===== config.mk =====
export PLATFORM = sky130hd
export DESIGN_NAME = mem_arbiter_2to1_flat
export DESIGN_NICKNAME = d
export VERILOG_FILES = /design/src/rtl/mem_arbiter_2to1_pkg.sv /design/src/rtl/mem_ift.sv /design/src/rtl/mem_arb_channel.sv /design/src/rtl/mem_arbiter_2to1.sv /design/src/flat_wrapper.sv
export SDC_FILE = /design/constraint.sdc
export NUM_CORES = 1
export LEC_CHECK = 0
export ABC_CLOCK_PERIOD_IN_PS = 3500
export CAP_MARGIN = 20
export CORE_AREA = 4 4 166 168
export DETAILED_ROUTE_END_ITERATION = 8
export DIE_AREA = 0 0 170 172
export HOLD_SLACK_MARGIN = 0.08
export PLACE_DENSITY = 0.49
export SYNTH_ARGS = -nofsm -noshare
export SYNTH_HDL_FRONTEND = slang
export SYNTH_SLANG_ARGS = --single-unit

===== constraint.sdc =====
create_clock -name clk -period 3.5 [get_ports clk]
set_clock_uncertainty 0.15 [all_clocks]
set_input_delay 0.35 -clock clk [delete_from_list [all_inputs] [get_ports clk]]
set_output_delay 0.35 -clock clk [all_outputs]
set_load 0.1 [all_outputs]

===== src/rtl/mem_arbiter_2to1_pkg.sv =====
// Shared types for the 2-to-1 memory arbiter: response codes, per-channel arbiter
// state, and the tie-break helper used by each channel.
package mem_arbiter_2to1_pkg;

  typedef enum logic [1:0] {
    OKAY   = 2'b00,
    EXOKAY = 2'b01,
    SLVERR = 2'b10,
    DECERR = 2'b11
  } resp_e;

  typedef enum logic [1:0] {ARB_IDLE, ARB_REQ, ARB_RESP} arb_state_e;

  // With both masters requesting the pointer decides; otherwise the lone requester wins.
  function automatic logic pick_master(input logic [1:0] valid, input logic ptr);
    return (&valid) ? ptr : valid[1];
  endfunction

endpackage


===== src/rtl/mem_ift.sv =====
// Memory link with independent read and write request/reply channels.
interface Mem_ift #(
  parameter int DATA_WIDTH = 32,
  parameter int ADDR_WIDTH = 32
);
  import mem_arbiter_2to1_pkg::*;

  logic                    r_request_valid;
  logic                    r_request_ready;
  logic [ADDR_WIDTH-1:0]   r_request_addr;
  logic                    r_reply_valid;
  logic                    r_reply_ready;
  logic [DATA_WIDTH-1:0]   r_reply_data;
  resp_e                   r_reply_resp;

  logic                    w_request_valid;
  logic                    w_request_ready;
  logic [ADDR_WIDTH-1:0]   w_request_addr;
  logic [DATA_WIDTH-1:0]   w_request_data;
  logic [DATA_WIDTH/8-1:0] w_request_strb;
  logic                    w_reply_valid;
  logic                    w_reply_ready;
  resp_e                   w_reply_resp;

  modport Master (
    output r_request_valid, r_request_addr, r_reply_ready,
    input  r_request_ready, r_reply_valid, r_reply_data, r_reply_resp,
    output w_request_valid, w_request_addr, w_request_data, w_request_strb, w_reply_ready,
    input  w_request_ready, w_reply_valid, w_reply_resp
  );

  modport Slave (
    input  r_request_valid, r_request_addr, r_reply_ready,
    output r_request_ready, r_reply_valid, r_reply_data, r_reply_resp,
    input  w_request_valid, w_request_addr, w_request_data, w_request_strb, w_reply_ready,
    output w_request_ready, w_reply_valid, w_reply_resp
  );
endinterface


===== src/rtl/mem_arb_channel.sv =====
// One arbitrated channel (IDLE -> REQ -> RESP) with grant and priority pointer.
// MEM_ARB_ROUND_ROBIN_EN selects round-robin; otherwise fixed priority.
module mem_arb_channel
  import mem_arbiter_2to1_pkg::*;
#(
  parameter int unsigned RESET_PRIORITY = 0
) (
  input  logic       clk,
  input  logic       rstn,
  input  logic [1:0] req_valid,
  output logic [1:0] req_ready,
  output logic       dn_req_valid,
  input  logic       dn_req_ready,
  input  logic       dn_rep_valid,
  output logic       dn_rep_ready,
  output logic [1:0] rep_valid,
  input  logic [1:0] rep_ready,
  output arb_state_e state,
  output logic       grant
);

  localparam logic RST_PRI = (RESET_PRIORITY != 0);

  arb_state_e state_nxt;
  logic       grant_nxt;
  logic       ptr;
  logic       ptr_nxt;

  always_ff @(posedge clk or negedge rstn) begin
    if (!rstn) begin
      state <= ARB_IDLE;
      grant <= RST_PRI;
      ptr   <= RST_PRI;
    end else begin
      state <= state_nxt;
      grant <= grant_nxt;
      ptr   <= ptr_nxt;
    end
  end

  always_comb begin
    state_nxt    = state;
    grant_nxt    = grant;
    ptr_nxt      = ptr;
    req_ready    = '0;
    rep_valid    = '0;
    dn_req_valid = 1'b0;
    dn_rep_ready = 1'b0;
    unique case (state)
      ARB_IDLE: begin
        if (|req_valid) begin
          grant_nxt = pick_master(req_valid, ptr);
          state_nxt = ARB_REQ;
        end
      end
      ARB_REQ: begin
        // Held high for the whole REQ phase so a presented request is never withdrawn.
        dn_req_valid     = 1'b1;
        req_ready[grant] = dn_req_ready;
        if (dn_req_ready) state_nxt = ARB_RESP;
      end
      ARB_RESP: begin
        rep_valid[grant] = dn_rep_valid;
        dn_rep_ready     = rep_ready[grant];
        if (dn_rep_valid && rep_ready[grant]) begin
          state_nxt = ARB_IDLE;
`ifdef MEM_ARB_ROUND_ROBIN_EN
          ptr_nxt   = ~grant;
`else
          ptr_nxt   = RST_PRI;
`endif
        end
      end
      default: state_nxt = ARB_IDLE;
    endcase
  end

endmodule


===== src/rtl/mem_arbiter_2to1.sv =====
// Two memory masters onto one downstream link; read and write arbitrated independently.
// Round-robin when MEM_ARB_ROUND_ROBIN_EN is defined, fixed priority otherwise.
module mem_arbiter_2to1
  import mem_arbiter_2to1_pkg::*;
#(
  parameter int unsigned RESET_PRIORITY = 0
) (
  input logic    clk,
  input logic    rstn,
  Mem_ift.Slave  master0,
  Mem_ift.Slave  master1,
  Mem_ift.Master slave0
);

  arb_state_e r_state, w_state;
  logic       r_grant, w_grant;
  logic [1:0] r_req_ready, r_rep_valid, w_req_ready, w_rep_valid;
  logic       r_dn_req_valid, r_dn_rep_ready, w_dn_req_valid, w_dn_rep_ready;
  logic       r_fwd, r_back, w_fwd, w_back;

  mem_arb_channel #(.RESET_PRIORITY(RESET_PRIORITY)) u_rd (
    .clk          (clk),
    .rstn         (rstn),
    .req_valid    ({master1.r_request_valid, master0.r_request_valid}),
    .req_ready    (r_req_ready),
    .dn_req_valid (r_dn_req_valid),
    .dn_req_ready (slave0.r_request_ready),
    .dn_rep_valid (slave0.r_reply_valid),
    .dn_rep_ready (r_dn_rep_ready),
    .rep_valid    (r_rep_valid),
    .rep_ready    ({master1.r_reply_ready, master0.r_reply_ready}),
    .state        (r_state),
    .grant        (r_grant)
  );

  mem_arb_channel #(.RESET_PRIORITY(RESET_PRIORITY)) u_wr (
    .clk          (clk),
    .rstn         (rstn),
    .req_valid    ({master1.w_request_valid, master0.w_request_valid}),
    .req_ready    (w_req_ready),
    .dn_req_valid (w_dn_req_valid),
    .dn_req_ready (slave0.w_request_ready),
    .dn_rep_valid (slave0.w_reply_valid),
    .dn_rep_ready (w_dn_rep_ready),
    .rep_valid    (w_rep_valid),
    .rep_ready    ({master1.w_reply_ready, master0.w_reply_ready}),
    .state        (w_state),
    .grant        (w_grant)
  );

  assign r_fwd  = (r_state == ARB_REQ);
  assign r_back = (r_state == ARB_RESP);
  assign w_fwd  = (w_state == ARB_REQ);
  assign w_back = (w_state == ARB_RESP);

  assign slave0.r_request_valid = r_dn_req_valid;
  assign slave0.r_reply_ready   = r_dn_rep_ready;
  assign slave0.w_request_valid = w_dn_req_valid;
  assign slave0.w_reply_ready   = w_dn_rep_ready;

  // Request bits follow the grant only while a request is being presented.
  assign slave0.r_request_addr = !r_fwd ? '0 : (r_grant ? master1.r_request_addr : master0.r_request_addr);
  assign slave0.w_request_addr = !w_fwd ? '0 : (w_grant ? master1.w_request_addr : master0.w_request_addr);
  assign slave0.w_request_data = !w_fwd ? '0 : (w_grant ? master1.w_request_data : master0.w_request_data);
  assign slave0.w_request_strb = !w_fwd ? '0 : (w_grant ? master1.w_request_strb : master0.w_request_strb);

  assign master0.r_request_ready = r_req_ready[0];
  assign master1.r_request_ready = r_req_ready[1];
  assign master0.w_request_ready = w_req_ready[0];
  assign master1.w_request_ready = w_req_ready[1];

  assign master0.r_reply_valid = r_rep_valid[0];
  assign master1.r_reply_valid = r_rep_valid[1];
  assign master0.w_reply_valid = w_rep_valid[0];
  assign master1.w_reply_valid = w_rep_valid[1];

  // The non-owning master sees all-zero reply bits (OKAY).
  assign master0.r_reply_data = (r_back && !r_grant) ? slave0.r_reply_data : '0;
  assign master1.r_reply_data = (r_back &&  r_grant) ? slave0.r_reply_data : '0;
  assign master0.r_reply_resp = (r_back && !r_grant) ? slave0.r_reply_resp : OKAY;
  assign master1.r_reply_resp = (r_back &&  r_grant) ? slave0.r_reply_resp : OKAY;
  assign master0.w_reply_resp = (w_back && !w_grant) ? slave0.w_reply_resp : OKAY;
  assign master1.w_reply_resp = (w_back &&  w_grant) ? slave0.w_reply_resp : OKAY;

endmodule


===== src/flat_wrapper.sv =====
// flat-port wrapper written by rule: the top's interface ports become plain ports
module mem_arbiter_2to1_flat import mem_arbiter_2to1_pkg::*;
#(
  parameter int unsigned RESET_PRIORITY = 0
)
  (clk, rstn, master0_r_request_valid, master0_r_request_addr, master0_r_reply_ready, master0_r_request_ready, master0_r_reply_valid, master0_r_reply_data, master0_r_reply_resp, master0_w_request_valid, master0_w_request_addr, master0_w_request_data, master0_w_request_strb, master0_w_reply_ready, master0_w_request_ready, master0_w_reply_valid, master0_w_reply_resp, master1_r_request_valid, master1_r_request_addr, master1_r_reply_ready, master1_r_request_ready, master1_r_reply_valid, master1_r_reply_data, master1_r_reply_resp, master1_w_request_valid, master1_w_request_addr, master1_w_request_data, master1_w_request_strb, master1_w_reply_ready, master1_w_request_ready, master1_w_reply_valid, master1_w_reply_resp, slave0_r_request_valid, slave0_r_request_addr, slave0_r_reply_ready, slave0_r_request_ready, slave0_r_reply_valid, slave0_r_reply_data, slave0_r_reply_resp, slave0_w_request_valid, slave0_w_request_addr, slave0_w_request_data, slave0_w_request_strb, slave0_w_reply_ready, slave0_w_request_ready, slave0_w_reply_valid, slave0_w_reply_resp);
  Mem_ift #(.DATA_WIDTH(32), .ADDR_WIDTH(32)) master0_i ();
  Mem_ift #(.DATA_WIDTH(32), .ADDR_WIDTH(32)) master1_i ();
  Mem_ift #(.DATA_WIDTH(32), .ADDR_WIDTH(32)) slave0_i ();
  input logic clk;
  input logic rstn;
  input wire logic [$bits(master0_i.r_request_valid)-1:0] master0_r_request_valid;
  input wire logic [$bits(master0_i.r_request_addr)-1:0] master0_r_request_addr;
  input wire logic [$bits(master0_i.r_reply_ready)-1:0] master0_r_reply_ready;
  output wire logic [$bits(master0_i.r_request_ready)-1:0] master0_r_request_ready;
  output wire logic [$bits(master0_i.r_reply_valid)-1:0] master0_r_reply_valid;
  output wire logic [$bits(master0_i.r_reply_data)-1:0] master0_r_reply_data;
  output wire logic [$bits(master0_i.r_reply_resp)-1:0] master0_r_reply_resp;
  input wire logic [$bits(master0_i.w_request_valid)-1:0] master0_w_request_valid;
  input wire logic [$bits(master0_i.w_request_addr)-1:0] master0_w_request_addr;
  input wire logic [$bits(master0_i.w_request_data)-1:0] master0_w_request_data;
  input wire logic [$bits(master0_i.w_request_strb)-1:0] master0_w_request_strb;
  input wire logic [$bits(master0_i.w_reply_ready)-1:0] master0_w_reply_ready;
  output wire logic [$bits(master0_i.w_request_ready)-1:0] master0_w_request_ready;
  output wire logic [$bits(master0_i.w_reply_valid)-1:0] master0_w_reply_valid;
  output wire logic [$bits(master0_i.w_reply_resp)-1:0] master0_w_reply_resp;
  input wire logic [$bits(master1_i.r_request_valid)-1:0] master1_r_request_valid;
  input wire logic [$bits(master1_i.r_request_addr)-1:0] master1_r_request_addr;
  input wire logic [$bits(master1_i.r_reply_ready)-1:0] master1_r_reply_ready;
  output wire logic [$bits(master1_i.r_request_ready)-1:0] master1_r_request_ready;
  output wire logic [$bits(master1_i.r_reply_valid)-1:0] master1_r_reply_valid;
  output wire logic [$bits(master1_i.r_reply_data)-1:0] master1_r_reply_data;
  output wire logic [$bits(master1_i.r_reply_resp)-1:0] master1_r_reply_resp;
  input wire logic [$bits(master1_i.w_request_valid)-1:0] master1_w_request_valid;
  input wire logic [$bits(master1_i.w_request_addr)-1:0] master1_w_request_addr;
  input wire logic [$bits(master1_i.w_request_data)-1:0] master1_w_request_data;
  input wire logic [$bits(master1_i.w_request_strb)-1:0] master1_w_request_strb;
  input wire logic [$bits(master1_i.w_reply_ready)-1:0] master1_w_reply_ready;
  output wire logic [$bits(master1_i.w_request_ready)-1:0] master1_w_request_ready;
  output wire logic [$bits(master1_i.w_reply_valid)-1:0] master1_w_reply_valid;
  output wire logic [$bits(master1_i.w_reply_resp)-1:0] master1_w_reply_resp;
  output wire logic [$bits(slave0_i.r_request_valid)-1:0] slave0_r_request_valid;
  output wire logic [$bits(slave0_i.r_request_addr)-1:0] slave0_r_request_addr;
  output wire logic [$bits(slave0_i.r_reply_ready)-1:0] slave0_r_reply_ready;
  input wire logic [$bits(slave0_i.r_request_ready)-1:0] slave0_r_request_ready;
  input wire logic [$bits(slave0_i.r_reply_valid)-1:0] slave0_r_reply_valid;
  input wire logic [$bits(slave0_i.r_reply_data)-1:0] slave0_r_reply_data;
  input wire logic [$bits(slave0_i.r_reply_resp)-1:0] slave0_r_reply_resp;
  output wire logic [$bits(slave0_i.w_request_valid)-1:0] slave0_w_request_valid;
  output wire logic [$bits(slave0_i.w_request_addr)-1:0] slave0_w_request_addr;
  output wire logic [$bits(slave0_i.w_request_data)-1:0] slave0_w_request_data;
  output wire logic [$bits(slave0_i.w_request_strb)-1:0] slave0_w_request_strb;
  output wire logic [$bits(slave0_i.w_reply_ready)-1:0] slave0_w_reply_ready;
  input wire logic [$bits(slave0_i.w_request_ready)-1:0] slave0_w_request_ready;
  input wire logic [$bits(slave0_i.w_reply_valid)-1:0] slave0_w_reply_valid;
  input wire logic [$bits(slave0_i.w_reply_resp)-1:0] slave0_w_reply_resp;
  assign master0_i.r_request_valid = master0_r_request_valid;
  assign master0_i.r_request_addr = master0_r_request_addr;
  assign master0_i.r_reply_ready = master0_r_reply_ready;
  assign master0_r_request_ready = master0_i.r_request_ready;
  assign master0_r_reply_valid = master0_i.r_reply_valid;
  assign master0_r_reply_data = master0_i.r_reply_data;
  assign master0_r_reply_resp = master0_i.r_reply_resp;
  assign master0_i.w_request_valid = master0_w_request_valid;
  assign master0_i.w_request_addr = master0_w_request_addr;
  assign master0_i.w_request_data = master0_w_request_data;
  assign master0_i.w_request_strb = master0_w_request_strb;
  assign master0_i.w_reply_ready = master0_w_reply_ready;
  assign master0_w_request_ready = master0_i.w_request_ready;
  assign master0_w_reply_valid = master0_i.w_reply_valid;
  assign master0_w_reply_resp = master0_i.w_reply_resp;
  assign master1_i.r_request_valid = master1_r_request_valid;
  assign master1_i.r_request_addr = master1_r_request_addr;
  assign master1_i.r_reply_ready = master1_r_reply_ready;
  assign master1_r_request_ready = master1_i.r_request_ready;
  assign master1_r_reply_valid = master1_i.r_reply_valid;
  assign master1_r_reply_data = master1_i.r_reply_data;
  assign master1_r_reply_resp = master1_i.r_reply_resp;
  assign master1_i.w_request_valid = master1_w_request_valid;
  assign master1_i.w_request_addr = master1_w_request_addr;
  assign master1_i.w_request_data = master1_w_request_data;
  assign master1_i.w_request_strb = master1_w_request_strb;
  assign master1_i.w_reply_ready = master1_w_reply_ready;
  assign master1_w_request_ready = master1_i.w_request_ready;
  assign master1_w_reply_valid = master1_i.w_reply_valid;
  assign master1_w_reply_resp = master1_i.w_reply_resp;
  assign slave0_r_request_valid = slave0_i.r_request_valid;
  assign slave0_r_request_addr = slave0_i.r_request_addr;
  assign slave0_r_reply_ready = slave0_i.r_reply_ready;
  assign slave0_i.r_request_ready = slave0_r_request_ready;
  assign slave0_i.r_reply_valid = slave0_r_reply_valid;
  assign slave0_i.r_reply_data = slave0_r_reply_data;
  assign slave0_i.r_reply_resp = slave0_r_reply_resp;
  assign slave0_w_request_valid = slave0_i.w_request_valid;
  assign slave0_w_request_addr = slave0_i.w_request_addr;
  assign slave0_w_request_data = slave0_i.w_request_data;
  assign slave0_w_request_strb = slave0_i.w_request_strb;
  assign slave0_w_reply_ready = slave0_i.w_reply_ready;
  assign slave0_i.w_request_ready = slave0_w_request_ready;
  assign slave0_i.w_reply_valid = slave0_w_reply_valid;
  assign slave0_i.w_reply_resp = slave0_w_reply_resp;
  mem_arbiter_2to1 #(.RESET_PRIORITY(RESET_PRIORITY)) u_core (.clk(clk), .rstn(rstn), .master0(master0_i), .master1(master1_i), .slave0(slave0_i));
endmodule

==> metrics <==
CTS resizes 0; Worst Path Max Fanout 35; DR vias/cell 3.61; antenna cells 0; Iter 0 DRT Violations 72; first-pass GRT wire length 22100 um; vias 3961; Critical Path RT 3.00 ns; routed wire length per instance 14.8 um; Cells after Synth 351; H-tree lvl count 1; mean post-synth cell area 6.92 sq um; Post-synth EDFFs 0; nets 1014; met2 usage 19.7%; Initial Util 9.38%; final WL 16300 um; CTS Buf Count 3; Setup CP Type reg2out; grt met1 use 8.81%; CTS Buffer Depth 2; max_cap viols 0; cts-stage hold buffer count 0; synthesized cell area 2430 sq um; first-pass detailed-route iteration total 4; Sink Count 6; final hold viol count 0; most frequent cell after synthesis nor2_1; Mapped Nets 601; CORE AREA 25900 sq um; die footprint 29200 sq um; largest net degree at the start of global routing 49; GPL Wtd Cong 0.754; final critical-path required period 2.55 ns; Post-synth ARST share 100%; PortBufs 433; biggest area consumer among synthesized cells mux2i_1; commonest cells in the synthesized netlist nor2_1 (109), mux2i_1 (102), and2_1 (70); FMAX 393 MHz; Ys Warns 0; GR Layer Usage met3 3.27%; Final Cycle Share 72.8%; Die Wd 170 um; Top FF cell, synth dfrtp_1; setup bufs post-CTS 0; total negative setup slack 0 ns; RSZ-0062 raised after global routing false; top cell type's share of synthesized area 42.0%; Detail Route Antenna Nets 0; endpoints failing setup 0; Yosys reg bits 6; Post-DP HPWL 14400 um; global routing's busiest layer met2; GRT overflow 0; hold crit path type in2async; # DRC 0; crit end category primary output; Syn-to-layout area delta 173%; number of global-route vias before repair 4035; CP startpoint kind flop; sequential share of the synthesized area 6.18%; arrival time at the worst endpoint 2.05 ns; clk root buf clkbuf_16; I/O pin count 434; Rel. slew slack 54.1%; fin. max-slew vios 0; status finished, final reports clean; Tot GR Track Use 9.49%; num rows 59; Tightest Pin Transition 0.689 ns; dominant cells by area after synthesis mux2i_1 (42%), and2_1 (18%), nor2_1 (17%); Synth cell types 21; Worst-path clk slew 0.03 ns; Worst-Skew Late Latency 0.22 ns; initial antenna violation count 0; share of layout cells above drive strength 1 26.4%; die extent in y 172 um; CTS tree yes
cells in the final DEF, fill, tap and decap left out, types with 2 or more instances in the layout:
cell type        Yosys  routed
nor3_1               5       5
a211oi_1             2       2
mux2i_1            102     102
buf_4                7     190
clkbuf_16            0       3
dfrtp_1              6       4
nor2_1             109     109
nor2_4               2       2
nand2b_1             3       2
clkdlybuf4s50_1      0     249
o21ai_0              3       3
a21oi_1              4       4
nand2_1              5       5
and2_1              70      70
inv_1                3       3
worst paths after layout:
path,startpoint,endpoint,slack [ns],cells after the start
worst max-delay path,u_core.u_rd.grant,master1_r_reply_data[11],0.95,4
worst min-delay path,rstn,u_core.u_rd.state[1],0.22,1
worst max register to register,u_core.u_wr.grant,u_core.u_wr.state[1],1.83,3
worst min register to register,u_core.u_rd.state[1],u_core.u_rd.state[0],0.39,1
max in group asynchronous,rstn,u_core.u_wr.grant,2.74,1
min in group clk,u_core.u_rd.state[1],u_core.u_rd.state[0],0.39,1
registers in the layout, indices dropped and copies added, names as in the netlist:
name,count
u_core.u_rd.grant,1
u_core.u_rd.state,2
u_core.u_wr.grant,1
u_core.u_wr.state,2
through the flow:
stage	util [%]	std cells	hold slack [ns]	cell area, sq um	setup slack, ns
after floorplan	-	351	-0.0956	2430	0.200
after global placement	25.3	1094	0.376	6570	1.12
after detailed placement	25.3	1094	0.386	6570	1.14
after CTS	25.6	1097	0.234	6640	0.894
after global routing	25.6	1097	0.253	6640	0.790
final	25.6	1097	0.220	6640	0.953
routing by layer:
layer	wire length, um	share of wire, %
met5	0	0
met3	2030	12
met2	8800	54
met4	260	1.6
met1	5180	32
final cells by class:
| class | count | area (sq um) |
|---|---|---|
| fillers | 2860 | 19300 |
| multi-input cells | 309 | 2040 |
| inverters | 4 | 15.0 |
| flip-flops and latches | 6 | 155 |
| well taps | 335 | 419 |
| repair buffers | 440 | 3940 |
| clock buffers | 3 | 75.1 |
worst max-delay path, stage by stage, from the launching register on:
cell and delay [ns]:
dfrtp_2 0.67, inv_2 0.10, nor2_4 0.52, and2_1 0.22, buf_4 0.29
logic make-up after synthesis:
kind of cell | share of synthesized area, %
AO/OA/AOI/OAI | 2.06
buffers and inverters | 9.99
flip-flops | 6.18
multiplexers | 42.0
AND/OR/NAND/NOR | 39.8
Power is not shown: default switching activity piles up to over one toggle a cycle in this logic, so the estimate is an artifact.
